File: config.mk
export PLATFORM = sky130hd
export DESIGN_NAME = pipe_ks_adder_flat
export DESIGN_NICKNAME = d
export VERILOG_FILES = /design/src/rtl/pipe_ks_adder_pkg.sv /design/src/rtl/pipe_ks_adder_if.sv /design/src/rtl/pipe_ks_adder_prefix_cell.sv /design/src/rtl/pipe_ks_adder.sv /design/src/flat_wrapper.sv
export SDC_FILE = /design/constraint.sdc
export NUM_CORES = 1
export LEC_CHECK = 0
export CORE_ASPECT_RATIO = 0.6
export CORE_MARGIN = 10
export CORE_UTILIZATION = 50
export DETAILED_ROUTE_END_ITERATION = 12
export PLACE_DENSITY = 0.68
export SYNTH_ARGS = -nofsm -noshare
export SYNTH_HDL_FRONTEND = slang
export SYNTH_SLANG_ARGS = --single-unit
export TNS_END_PERCENT = 100
File: constraint.sdc
create_clock -name wb_clk_i -period 26.7 [get_ports wb_clk_i]
set_clock_uncertainty 0.15 [all_clocks]
set_input_delay 8.01 -clock wb_clk_i [delete_from_list [all_inputs] [get_ports wb_clk_i]]
set_output_delay 8.01 -clock wb_clk_i [all_outputs]
set_load 0.005 [all_outputs]
File: src/rtl/pipe_ks_adder_pkg.sv
// Shared types and constants for the pipelined Kogge-Stone adder.
// Stage fields are sized for the widest legal operand; narrower adders use the low bits.
package ks_adder_pkg;

  localparam int   KS_MAX_W = 64;
  localparam logic MODE_ADD = 1'b0;
  localparam logic MODE_SUB = 1'b1;

  typedef struct packed {
    logic                valid;
    logic [KS_MAX_W-1:0] p;
    logic [KS_MAX_W-1:0] g;
    logic                sub;
  } stage_t;

  function automatic int ks_levels(input int width);
    return $clog2(width);
  endfunction

endpackage

File: src/rtl/pipe_ks_adder_if.sv
// Operand/result valid-ready bundle for pipe_ks_adder; master drives operands, slave returns results.
interface pipe_ks_adder_if #(
  parameter int WIDTH = 32
);
  logic             in_valid;
  logic             in_ready;
  logic [WIDTH-1:0] a_i;
  logic [WIDTH-1:0] b_i;
  logic             cin_i;
  logic             sub_i;
  logic             out_valid;
  logic             out_ready;
  logic [WIDTH-1:0] sum_o;
  logic             cout_o;
  logic             ovf_o;

  modport master (
    output in_valid, a_i, b_i, cin_i, sub_i, out_ready,
    input  in_ready, out_valid, sum_o, cout_o, ovf_o
  );

  modport slave (
    input  in_valid, a_i, b_i, cin_i, sub_i, out_ready,
    output in_ready, out_valid, sum_o, cout_o, ovf_o
  );
endinterface

File: src/rtl/pipe_ks_adder_prefix_cell.sv
// Kogge-Stone black cell: merges group (gi,pi) with the lower group (gj,pj); purely combinational.
module ks_prefix_cell (
  input  logic gi,
  input  logic pi,
  input  logic gj,
  input  logic pj,
  output logic g,
  output logic p
);
  assign g = gi | (pi & gj);
  assign p = pi & pj;
endmodule

File: src/rtl/pipe_ks_adder.sv
// Pipelined Kogge-Stone add/sub: LEVELS+2 cycle latency, one result per cycle.
// A stalled output (out_valid && !out_ready) freezes every stage and drops in_ready.
module pipe_ks_adder
  import ks_adder_pkg::*;
#(
  parameter int WIDTH  = 32,
  parameter int LEVELS = ks_levels(WIDTH)
) (
  input  logic           wb_clk_i,
  input  logic           wb_rst_i,
  pipe_ks_adder_if.slave bus
);

  stage_t           st_q  [LEVELS+1];
  logic [WIDTH-1:0] pb_q  [LEVELS+1];
  logic             c0_q  [LEVELS+1];
  stage_t           s0_d;
  stage_t           lvl_d [LEVELS];
  logic [WIDTH-1:0] nx_g  [LEVELS];
  logic [WIDTH-1:0] nx_p  [LEVELS];

  logic             out_valid_q, cout_q, ovf_q;
  logic [WIDTH-1:0] sum_q, sum_d;
  logic             cout_d, ovf_d;
  logic             advance, accept, c0;
  logic [WIDTH-1:0] b_eff, p0, g0, carry;
  logic             unused_ok;

  assign advance      = !out_valid_q || bus.out_ready;
  assign bus.in_ready = advance && !wb_rst_i;
  assign accept       = bus.in_valid && bus.in_ready;

  // The carry-in is folded into bit 0 as the group below it, so the tree yields true carries.
  always_comb begin
    b_eff = (bus.sub_i == MODE_SUB) ? ~bus.b_i : bus.b_i;
    c0    = (bus.sub_i == MODE_SUB) ? 1'b1 : bus.cin_i;
    p0    = bus.a_i ^ b_eff;
    g0    = bus.a_i & b_eff;
    s0_d  = '0;
    if (accept) begin
      s0_d.valid          = 1'b1;
      s0_d.sub            = bus.sub_i;
      s0_d.p[WIDTH-1:0]   = {p0[WIDTH-1:1], 1'b0};
      s0_d.g[WIDTH-1:0]   = {g0[WIDTH-1:1], g0[0] | (p0[0] & c0)};
    end
  end

  for (genvar k = 0; k < LEVELS; k++) begin : g_lvl
    localparam int SPAN = 1 << k;
    for (genvar i = 0; i < WIDTH; i++) begin : g_pos
      if (i < SPAN) begin : g_pass
        assign nx_g[k][i] = st_q[k].g[i];
        assign nx_p[k][i] = st_q[k].p[i];
      end else begin : g_cell
        ks_prefix_cell u_cell (
          .gi (st_q[k].g[i]),
          .pi (st_q[k].p[i]),
          .gj (st_q[k].g[i-SPAN]),
          .pj (st_q[k].p[i-SPAN]),
          .g  (nx_g[k][i]),
          .p  (nx_p[k][i])
        );
      end
    end
  end

  always_comb begin
    for (int k = 0; k < LEVELS; k++) begin
      lvl_d[k]              = st_q[k];
      lvl_d[k].p[WIDTH-1:0] = nx_p[k];
      lvl_d[k].g[WIDTH-1:0] = nx_g[k];
    end
  end

  always_comb begin
    carry  = st_q[LEVELS].g[WIDTH-1:0];
    sum_d  = '0;
    cout_d = 1'b0;
    ovf_d  = 1'b0;
    if (st_q[LEVELS].valid) begin
      sum_d  = pb_q[LEVELS] ^ {carry[WIDTH-2:0], c0_q[LEVELS]};
      cout_d = carry[WIDTH-1];
      ovf_d  = carry[WIDTH-1] ^ carry[WIDTH-2];
    end
  end

  always_ff @(posedge wb_clk_i or posedge wb_rst_i) begin
    if (wb_rst_i) begin
      for (int k = 0; k <= LEVELS; k++) begin
        st_q[k] <= '0;
        pb_q[k] <= '0;
        c0_q[k] <= 1'b0;
      end
      out_valid_q <= 1'b0;
      sum_q       <= '0;
      cout_q      <= 1'b0;
      ovf_q       <= 1'b0;
    end else if (advance) begin
      st_q[0] <= s0_d;
      pb_q[0] <= accept ? p0 : '0;
      c0_q[0] <= accept && c0;
      for (int k = 0; k < LEVELS; k++) begin
        st_q[k+1] <= lvl_d[k];
        pb_q[k+1] <= pb_q[k];
        c0_q[k+1] <= c0_q[k];
      end
      out_valid_q <= st_q[LEVELS].valid;
      sum_q       <= sum_d;
      cout_q      <= cout_d;
      ovf_q       <= ovf_d;
    end
  end

  // High bits of the shared stage struct and the mode field are carried but never consumed.
  always_comb begin
    unused_ok = 1'b0;
    for (int k = 0; k <= LEVELS; k++) unused_ok = unused_ok ^ (^st_q[k]);
  end

  assign bus.out_valid = out_valid_q;
  assign bus.sum_o     = sum_q;
  assign bus.cout_o    = cout_q;
  assign bus.ovf_o     = ovf_q;

endmodule

File: src/flat_wrapper.sv
// flat-port wrapper written by rule: the top's interface ports become plain ports
module pipe_ks_adder_flat import ks_adder_pkg::*;
#(
  parameter int WIDTH  = 32,
  parameter int LEVELS = ks_levels(WIDTH)
)
  (wb_clk_i, wb_rst_i, bus_in_valid, bus_a_i, bus_b_i, bus_cin_i, bus_sub_i, bus_out_ready, bus_in_ready, bus_out_valid, bus_sum_o, bus_cout_o, bus_ovf_o);
  pipe_ks_adder_if #(.WIDTH(WIDTH)) bus_i ();
  input  logic wb_clk_i;
  input  logic wb_rst_i;
  input wire logic [$bits(bus_i.in_valid)-1:0] bus_in_valid;
  input wire logic [$bits(bus_i.a_i)-1:0] bus_a_i;
  input wire logic [$bits(bus_i.b_i)-1:0] bus_b_i;
  input wire logic [$bits(bus_i.cin_i)-1:0] bus_cin_i;
  input wire logic [$bits(bus_i.sub_i)-1:0] bus_sub_i;
  input wire logic [$bits(bus_i.out_ready)-1:0] bus_out_ready;
  output wire logic [$bits(bus_i.in_ready)-1:0] bus_in_ready;
  output wire logic [$bits(bus_i.out_valid)-1:0] bus_out_valid;
  output wire logic [$bits(bus_i.sum_o)-1:0] bus_sum_o;
  output wire logic [$bits(bus_i.cout_o)-1:0] bus_cout_o;
  output wire logic [$bits(bus_i.ovf_o)-1:0] bus_ovf_o;
  assign bus_i.in_valid = bus_in_valid;
  assign bus_i.a_i = bus_a_i;
  assign bus_i.b_i = bus_b_i;
  assign bus_i.cin_i = bus_cin_i;
  assign bus_i.sub_i = bus_sub_i;
  assign bus_i.out_ready = bus_out_ready;
  assign bus_in_ready = bus_i.in_ready;
  assign bus_out_valid = bus_i.out_valid;
  assign bus_sum_o = bus_i.sum_o;
  assign bus_cout_o = bus_i.cout_o;
  assign bus_ovf_o = bus_i.ovf_o;
  pipe_ks_adder #(.WIDTH(WIDTH), .LEVELS(LEVELS)) u_core (.wb_clk_i(wb_clk_i), .wb_rst_i(wb_rst_i), .bus(bus_i));
endmodule
======== Word-level counts from Yosys, hierarchy flattened ========
Index checks and enable logic that the tools add are counted.
cells by class
  muxes and demuxes ....................... 9
  reduce and logical (&&, ||, !) cells .... 6
  bitwise gates (word level) .............. 378
operators by type and width
  operator           number
  $and 1x1->1        243
  $or 1x1->1         130
  $mux 32            4
  $xor 32x32->32     2
  $mux 33            1
  $and 32x32->32     1
  $not 32->32        1
  $mux 1             4
  $logic_and 1x1->1  3
  $logic_not 1->1    2
  $logic_or 1x1->1   1
  $xor 1x1->1        1
word-level totals
  output and inout port bits .............. 36
  register bits ........................... 591
  word-level logic and storage cells ...... 426
  input bits .............................. 70

======== Depth between registers and ports, before layout ========
Gate-level depths: netlist (run 1).
  depth in word-level cells ............... 6
  gate-level depth with buffers ........... 7
  depth with buffers taken out ............ 4

======== Modules after synthesis ========
A second synthesis (run 1) with hierarchy kept.
second synthesis, totals
  cell total of the unflattened synthesis .. 2544
  area, all modules ....................... 23466.3 um^2
modules (own cells, without submodules)
  module          seq. area each (um^2)  instances  area an instance (um^2)  cells each
  pipe_ks_adder   13888.3                1          21529.4                  2286
  ks_prefix_cell  0.0                    129        15.0                     2

======== Worst setup path after synthesis (run 1) ========
No wires, ideal clock.
  kind .................................... input-to-reg
  from .................................... in wb_rst_i
  to ...................................... reg u_core.pb_q[160] (netlist name)
  library setup time ...................... 0.065 ns
  arrival time ............................ 21.104 ns
  slack ................................... 5.381 ns
  data required time ...................... 26.485 ns
  buffers on the path ..................... 2
  stages .................................. 5
  path through ............................ inv_1 > and3_4 > buf_6 > buf_2 > a22o_1
on the way
  longest elaborated chain between the ends .. 4
ends and longest elaborated chain
  what                           line                  source
  start, declared                flat_wrapper.sv:10    input logic wb_rst_i;
  $logic_not 1->1                pipe_ks_adder.sv:30   assign bus.in_ready = advance && !wb_rst_i;
  $logic_and 1x1->1              pipe_ks_adder.sv:30
  $logic_and 1x1->1              pipe_ks_adder.sv:31   assign accept = bus.in_valid && bus.in_ready;
  $mux 32                        pipe_ks_adder.sv:100  pb_q[0] <= accept ? p0 : '0;
  end signal, assigned by index  pipe_ks_adder.sv:104  pb_q[k+1] <= pb_q[k];
  end, declared                  pipe_ks_adder.sv:15   logic [WIDTH-1:0] pb_q [LEVELS+1];
Every way passes these cells.
A chain may end at the register's enable or synchronous reset.

======== Final worst setup path (run 1) ========
  from .................................... in bus_out_ready
  to ...................................... out bus_in_ready
on the way
  longest elaborated chain between the ends .. 2
ends and longest elaborated chain
  what               line                 source
  start, declared    flat_wrapper.sv:16   input wire logic [$bits(bus_i.out_ready)-1:0] bus_out_ready;
  $logic_or 1x1->1   pipe_ks_adder.sv:29  assign advance = !out_valid_q || bus.out_ready;
  $logic_and 1x1->1  pipe_ks_adder.sv:30
  end, declared      flat_wrapper.sv:17   output wire logic [$bits(bus_i.in_ready)-1:0] bus_in_ready;
Every way passes these cells.

==> impl_metrics.py, run 1 <==
metrics = {
    "placed_design": {
        "dpl-instance-area_um2": 22300,
        "hpwl_um": 33000,
        "io_buffer_count": 105,
        "gp_congestion": 0.869,
    },
    "final_layout": {
        "area_growth_pct": 13.9,
        "final_util": 0.574,
        "final_net_count": 2324,
        "drive_above_1_share": 0.0408,
        "final.fill_count": 3712,
        "diodes": 0,
        "multi_input_area_um2": 7180,
        "final_cell_mix": "nand2_1 (964), dfrtp_1 (529), a21oi_1 (129)",
        "final_design_area_no_fill_um2": 23900,
        "final_common_cell": "nand2_1",
        "seq_area_um2": 13200,
    },
    "floorplan": {
        "initial_core_util": 0.504,
        "dieHeight_um": 179,
        "die_width_um": 284,
        "core_area_um2": 41700,
        "ioPinCount": 106,
        "die_area_um2": 50800,
        "num_rows": 58,
    },
    "routing": {
        "viasPerCell": 5.25,
        "wl_per_cell_um": 17.3,
        "via_count": 14800,
        "dr.pass1.iters": 6,
        "drtIter0Drc": 1474,
        "drc": 0,
        "routed_wl_um": 48700,
        "postRouteAntennaNets": 0,
    },
    "sta": {
        "slew_viol_final": 0,
        "tightest_slew_ps": 1100,
        "rsz0062_at_grt": "no",
        "fmax_mhz": 55.9,
        "post-route-min-period_ps": 17900,
        "relSlewSlack": 0.266,
        "setup_violations": 0,
        "finalSetupTns_ps": 0,
        "period_share": 0.671,
        "hold_viol_final": 0,
        "holdWs_ps": 316,
    },
    "synth": {
        "ys_ff_latch": 529,
        "yosysUniqueCellTypes": 22,
        "yosysWarnings": 0,
        "syn_inst": 2175,
        "synth_top_cell_area_share": 0.631,
        "syn_nets": 2277,
        "yosys.area.top_type": "dfrtp_1",
        "synth_area_per_cell_um2": 9.65,
        "yosys-top-cells-area": "dfrtp_1 (63%), nand2_1 (17%), a21oi_1 (3.1%)",
        "seq_area_frac_synth": 0.631,
        "synthesis.area_um2": 21000,
    },
    "grt": {
        "grt_max_degree": 277,
        "grt_pass1_vias": 14400,
        "gr-total-overflow": 0,
        "grt_pass1_wl_um": 79300,
        "gr-usage-all-layers": 0.194,
        "antenna_found_initial": 0,
    },
    "clocking": {
        "post_cts_buffers": 0,
        "clock_latency_ps": 560,
        "cts_tree": "built",
        "clk_pin_slew_ps": 60,
        "cts-root-buf": "clkbuf_16",
        "numCtsBuffers": 48,
        "cts_resized": 0,
        "clockBufferDepth": 3,
        "cts_hold_buf": 0,
        "h-tree-depth": 2,
        "clock-sinks": 529,
    },
    "run_status": {
        "outcome": "complete, no violations",
    },
    "critical_path": {
        "path_max_fanout": 62,
        "crit_slowest_cell": "buf_4",
        "cp_top_family": "buffers and inverters",
        "startpoint_type": "input pin",
        "worstPathArrival_ps": 9740,
        "slowest_delay_ps": 570,
        "worst_ep_required_time_ps": 18540,
        "setup.worst_path.class": "input pin to output pin",
        "crit_top_cell": "clkdlybuf4s50_1",
        "path_cells": "clkdlybuf4s50_1, nor2b_4, buf_4, nor2_1, clkdlybuf4s50_1",
        "cp_num_buf_inv": 3,
        "critPathCaptureType": "output pin",
    },
    "worst_hold_path": {
        "hp-class": "flip-flop to flip-flop",
    },
    "power": {
        "leakage_nw": 12.1,
        "irDropWorstVdd_mv": 0.0559,
        "p_total_mw": 2.13,
        "p_per_area_nw_per_um2": 89.2,
    },
    "run": {
        "max_cap_violations": 0,
    },
}
## flip-flops by register name, summed over array words and instances (netlist names)
name	count
u_core.c0_q	6
u_core.lvl_d	36
u_core.bus.sum_o	32
u_core.bus.ovf_o	1
u_core.carry	32
u_core.bus.cout_o	1
u_core.st_q	229
u_core.bus.out_valid	1
u_core.pb_q	191
## final timing paths
| kind | start | end | slack [ps] | depth (start not counted) |
|---|---|---|---|---|
| max in group asynchronous | wb_rst_i | u_core.st_q[274]$_DFFE_PP0P_ | 16200 | 4 |
| max reg2reg | u_core.bus.out_valid$_DFFE_PP0P_ | u_core.st_q[158]$_DFFE_PP0P_ | 23270 | 5 |
| min | u_core.pb_q[89]$_DFFE_PP0P_ | u_core.pb_q[89]$_DFFE_PP0P_ | 320 | 2 |
| min reg2reg | u_core.pb_q[89]$_DFFE_PP0P_ | u_core.pb_q[89]$_DFFE_PP0P_ | 320 | 2 |
| max | bus_out_ready | bus_in_ready | 8800 | 5 |
| min in group asynchronous | wb_rst_i | u_core.pb_q[100]$_DFFE_PP0P_ | 7900 | 2 |
## logic make-up (layout without fill, tap and decap cells)
| family | Yosys count | after routing | synth area share |
|---|---|---|---|
| AND/OR/NAND/NOR | 1069 | 1069 | 0.198 |
| flip-flops | 529 | 529 | 0.631 |
| AO/OA/AOI/OAI | 358 | 358 | 0.0972 |
| buffers and inverters | 122 | 203 | 0.0278 |
| XOR/XNOR | 65 | 65 | 0.0271 |
| adder cells (fa/ha/maj) | 32 | 32 | 0.0191 |
## stage by stage
| step | setup slack, ps | std cells |
|---|---|---|
| after floorplan | 3740 | 2175 |
| after global placement | 8700 | 2742 |
| after detailed placement | 8780 | 2742 |
| after CTS | 8760 | 2826 |
| after global routing | 8700 | 2826 |
| final | 8800 | 2826 |
## cell type report
class | count | area share
inverter | 1 | 0.000471
sequential | 529 | 0.554
clock buffer | 70 | 0.0588
timing repair buffer | 118 | 0.0489
multi-input combinational | 1524 | 0.300
clock inverter | 14 | 0.00744
tap | 570 | 0.0298
## synthesized netlist by cell type
| library cell | number |
|---|---|
| buf_6 | 3 |
| xor2_1 | 32 |
| clkbuf_1 | 40 |
| ha_1 | 32 |
| a21o_1 | 2 |
| xnor2_1 | 33 |
| and3_4 | 1 |
| nand2b_1 | 2 |
| buf_1 | 6 |
| a21oi_1 | 129 |
| dfrtp_1 | 529 |
| o21ai_1 | 43 |
| or2_2 | 1 |
| nor2_1 | 1 |
| buf_4 | 5 |
| nor2b_1 | 1 |
| a22o_1 | 65 |
| inv_1 | 1 |
| buf_2 | 67 |
| o21ai_0 | 119 |
| nand2_1 | 964 |
| nand3_1 | 99 |
## worst min-delay path, delay by kind of cell, from the launching register on
family,cells,cell delay (ps)
DFF,1,340
and+or+nand+nor,2,100
## report_power, final
group / switching, mW / total (mW) / internal [mW] / leakage, nW
registers: 0.117 / 1.07 / 0.951 / 7.23
logic: 0.243 / 0.367 / 0.125 / 4.06
clock network: 0.293 / 0.696 / 0.403 / 0.785
total: 0.652 / 2.13 / 1.48 / 12.1
## layer usage
layer  wire length [µm]  up-vias  global-route usage
met5                  0        -                   0
met4                677        0              0.0374
met3               2670       52              0.0344
met2              20600      301               0.276
met1              24800     7292               0.304
li1                   -     7182                   -
No activity file was read; power rests on OpenSTA's default activity.
==> inputs of run 2 (changes only) <==
PLACE_DENSITY = 0.71   (was 0.68)
clock period = 15 ns   (was 26.7 ns; I/O delays follow)
==> run 2 against run 1 <==
Net effect: clock power is 75% higher; die area did not move; first-iteration DRC count shrank 3.9%; global-route usage fell by 0.53 points; sequential power up 79%; register-to-register slack lost 12000 ps; largest power group unchanged; sequential share of layout area up 0.099 points; cell count is essentially flat; critical path type unchanged; final area shrank 0.18%; combinational power rose by 76%.
==> impl_metrics.py, run 2 (synthesis gave the netlist of run 1 again) <==
metrics = {
    "power": {
        "pwr-share-clk": 0.324,
        "irDropWorstVdd_mv": 0.103,
        "p_sw_mw": 1.16,
        "switching_share": 0.309,
        "p_per_area_nw_per_um2": 158,
        "p_total_mw": 3.77,
        "p_comb_frac": 0.171,
        "internal_power_mw": 2.61,
        "leakage_nw": 12.0,
        "seq_power_share": 0.505,
    },
    "clocking": {
        "clockBufferDepth": 3,
        "clock-sinks": 529,
        "clock_latency_ps": 570,
        "post_cts_buffers": 0,
        "clk_pin_slew_ps": 60,
        "cts_hold_buf": 0,
        "cts_resized": 0,
        "h-tree-depth": 2,
        "cts_tree": "built",
        "numCtsBuffers": 47,
        "cts-root-buf": "clkbuf_16",
    },
    "critical_path": {
        "path_max_fanout": 2,
        "startpoint_type": "input pin",
        "critPathCaptureType": "output pin",
        "worstPathArrival_ps": 5680,
        "setup.worst_path.class": "input pin to output pin",
        "worst_ep_required_time_ps": 10350,
    },
    "sta": {
        "hold_viol_final": 0,
        "slew_viol_final": 0,
        "relSlewSlack": 0.131,
        "post-route-min-period_ps": 10330,
        "finalSetupTns_ps": 0,
        "rsz0062_at_grt": "no",
        "tightest_slew_ps": 1300,
        "setup_violations": 0,
        "fmax_mhz": 96.8,
        "period_share": 0.689,
        "layout_setup_ws_ps": 4670,
    },
    "floorplan": {
        "die_area_um2": 50800,
        "core_area_um2": 41700,
        "ioPinCount": 106,
        "die_width_um": 284,
        "initial_core_util": 0.504,
        "num_rows": 58,
        "dieHeight_um": 179,
    },
    "routing": {
        "via_count": 14800,
        "dr.pass1.iters": 5,
        "routed_wl_um": 48400,
        "wl_per_cell_um": 17.2,
        "viasPerCell": 5.25,
        "drc": 0,
        "drtIter0Drc": 1417,
        "postRouteAntennaNets": 0,
    },
    "run_status": {
        "outcome": "complete, no violations",
    },
    "grt": {
        "grt_pass1_wl_um": 77400,
        "gr-usage-all-layers": 0.188,
        "grt_pass1_vias": 14200,
        "grt_max_degree": 280,
        "gr-total-overflow": 0,
        "antenna_found_initial": 0,
    },
    "placed_design": {
        "place_ws_ps": 4660,
        "gp_congestion": 0.838,
        "io_buffer_count": 105,
        "dpl-instance-area_um2": 22300,
        "hpwl_um": 32800,
    },
    "worst_hold_path": {
        "hp-class": "flip-flop to flip-flop",
    },
    "final_layout": {
        "largest_reg_flops": 229,
        "final_cell_mix": "nand2_1 (964), dfrtp_1 (529), a21oi_1 (129)",
        "area_growth_pct": 13.7,
        "final_design_area_no_fill_um2": 23900,
        "final_common_cell": "nand2_1",
        "top_register": "u_core.st_q",
        "diodes": 0,
        "drive_above_1_share": 0.0395,
        "final_net_count": 2321,
    },
    "run": {
        "max_cap_violations": 0,
    },
}
-- run 2: changes by cell type in the layout (fill, tap and decap cells not counted) --
cell	change
clkbuf_1	+1
bufinv_16	-1
clkinvlp_4	+2
clkinv_4	-2
inv_8	-1
buf_12	+1
clkbuf_8	-1
clkinv_2	+1
inv_6	+1
buf_4	-3
-- run 2: final timing paths --
path	startpoint	endpoint	slack, ps	depth (start not counted)
max reg2reg	u_core.bus.out_valid$_DFFE_PP0P_	u_core.st_q[526]$_DFFE_PP0P_	11460	5
min reg2reg	u_core.pb_q[96]$_DFFE_PP0P_	u_core.pb_q[96]$_DFFE_PP0P_	320	2
min in group asynchronous	wb_rst_i	u_core.pb_q[100]$_DFFE_PP0P_	4290	2
max	bus_out_ready	bus_in_ready	4670	4
max in group asynchronous	wb_rst_i	u_core.pb_q[110]$_DFFE_PP0P_	8050	4
min	u_core.pb_q[96]$_DFFE_PP0P_	u_core.pb_q[96]$_DFFE_PP0P_	320	2
-- run 2: per-layer routing --
| layer | up-vias | global-route usage | wire length [µm] |
|---|---|---|---|
| li1 | 7170 | - | - |
| met3 | 59 | 0.0397 | 3200 |
| met5 | - | 0 | 0 |
| met2 | 373 | 0.269 | 20500 |
| met4 | 0 | 0.0389 | 778 |
| met1 | 7217 | 0.290 | 24000 |
-- run 2: critical path, cell delays in order --
cell	delay (ps)
clkdlybuf4s50_1	520
nor2b_4	70
nor2_1	80
clkdlybuf4s50_1	510
-- run 2: area by class of cell --
type,count,area [µm²]
inverters,1,7.51
clock buffers,70,1400
repair buffers,116,1170
well taps,570,713
clock inverters,14,151
fillers,3652,17800
multi-input cells,1524,7180
flip-flops and latches,529,13200
-- run 2: per-stage QoR --
| step | util | std cells | hold WS (ps) |
|---|---|---|---|
| after floorplan | - | 2175 | 289 |
| after global placement | 0.535 | 2740 | 299 |
| after detailed placement | 0.535 | 2740 | 304 |
| after CTS | 0.573 | 2824 | 320 |
| after global routing | 0.573 | 2824 | 338 |
| final | 0.573 | 2824 | 315 |
-- run 2: power groups by stage --
stage	Combinational [mW]	Sequential, mW	Clock (mW)
2_1_floorplan	0.473	1.86	0
3_3_place_gp	0.640	1.92	0
3_5_place_dp	0.658	1.93	0
4_1_cts	0.660	1.91	1.24
5_1_grt	0.736	1.94	1.30
6_report	0.645	1.91	1.22
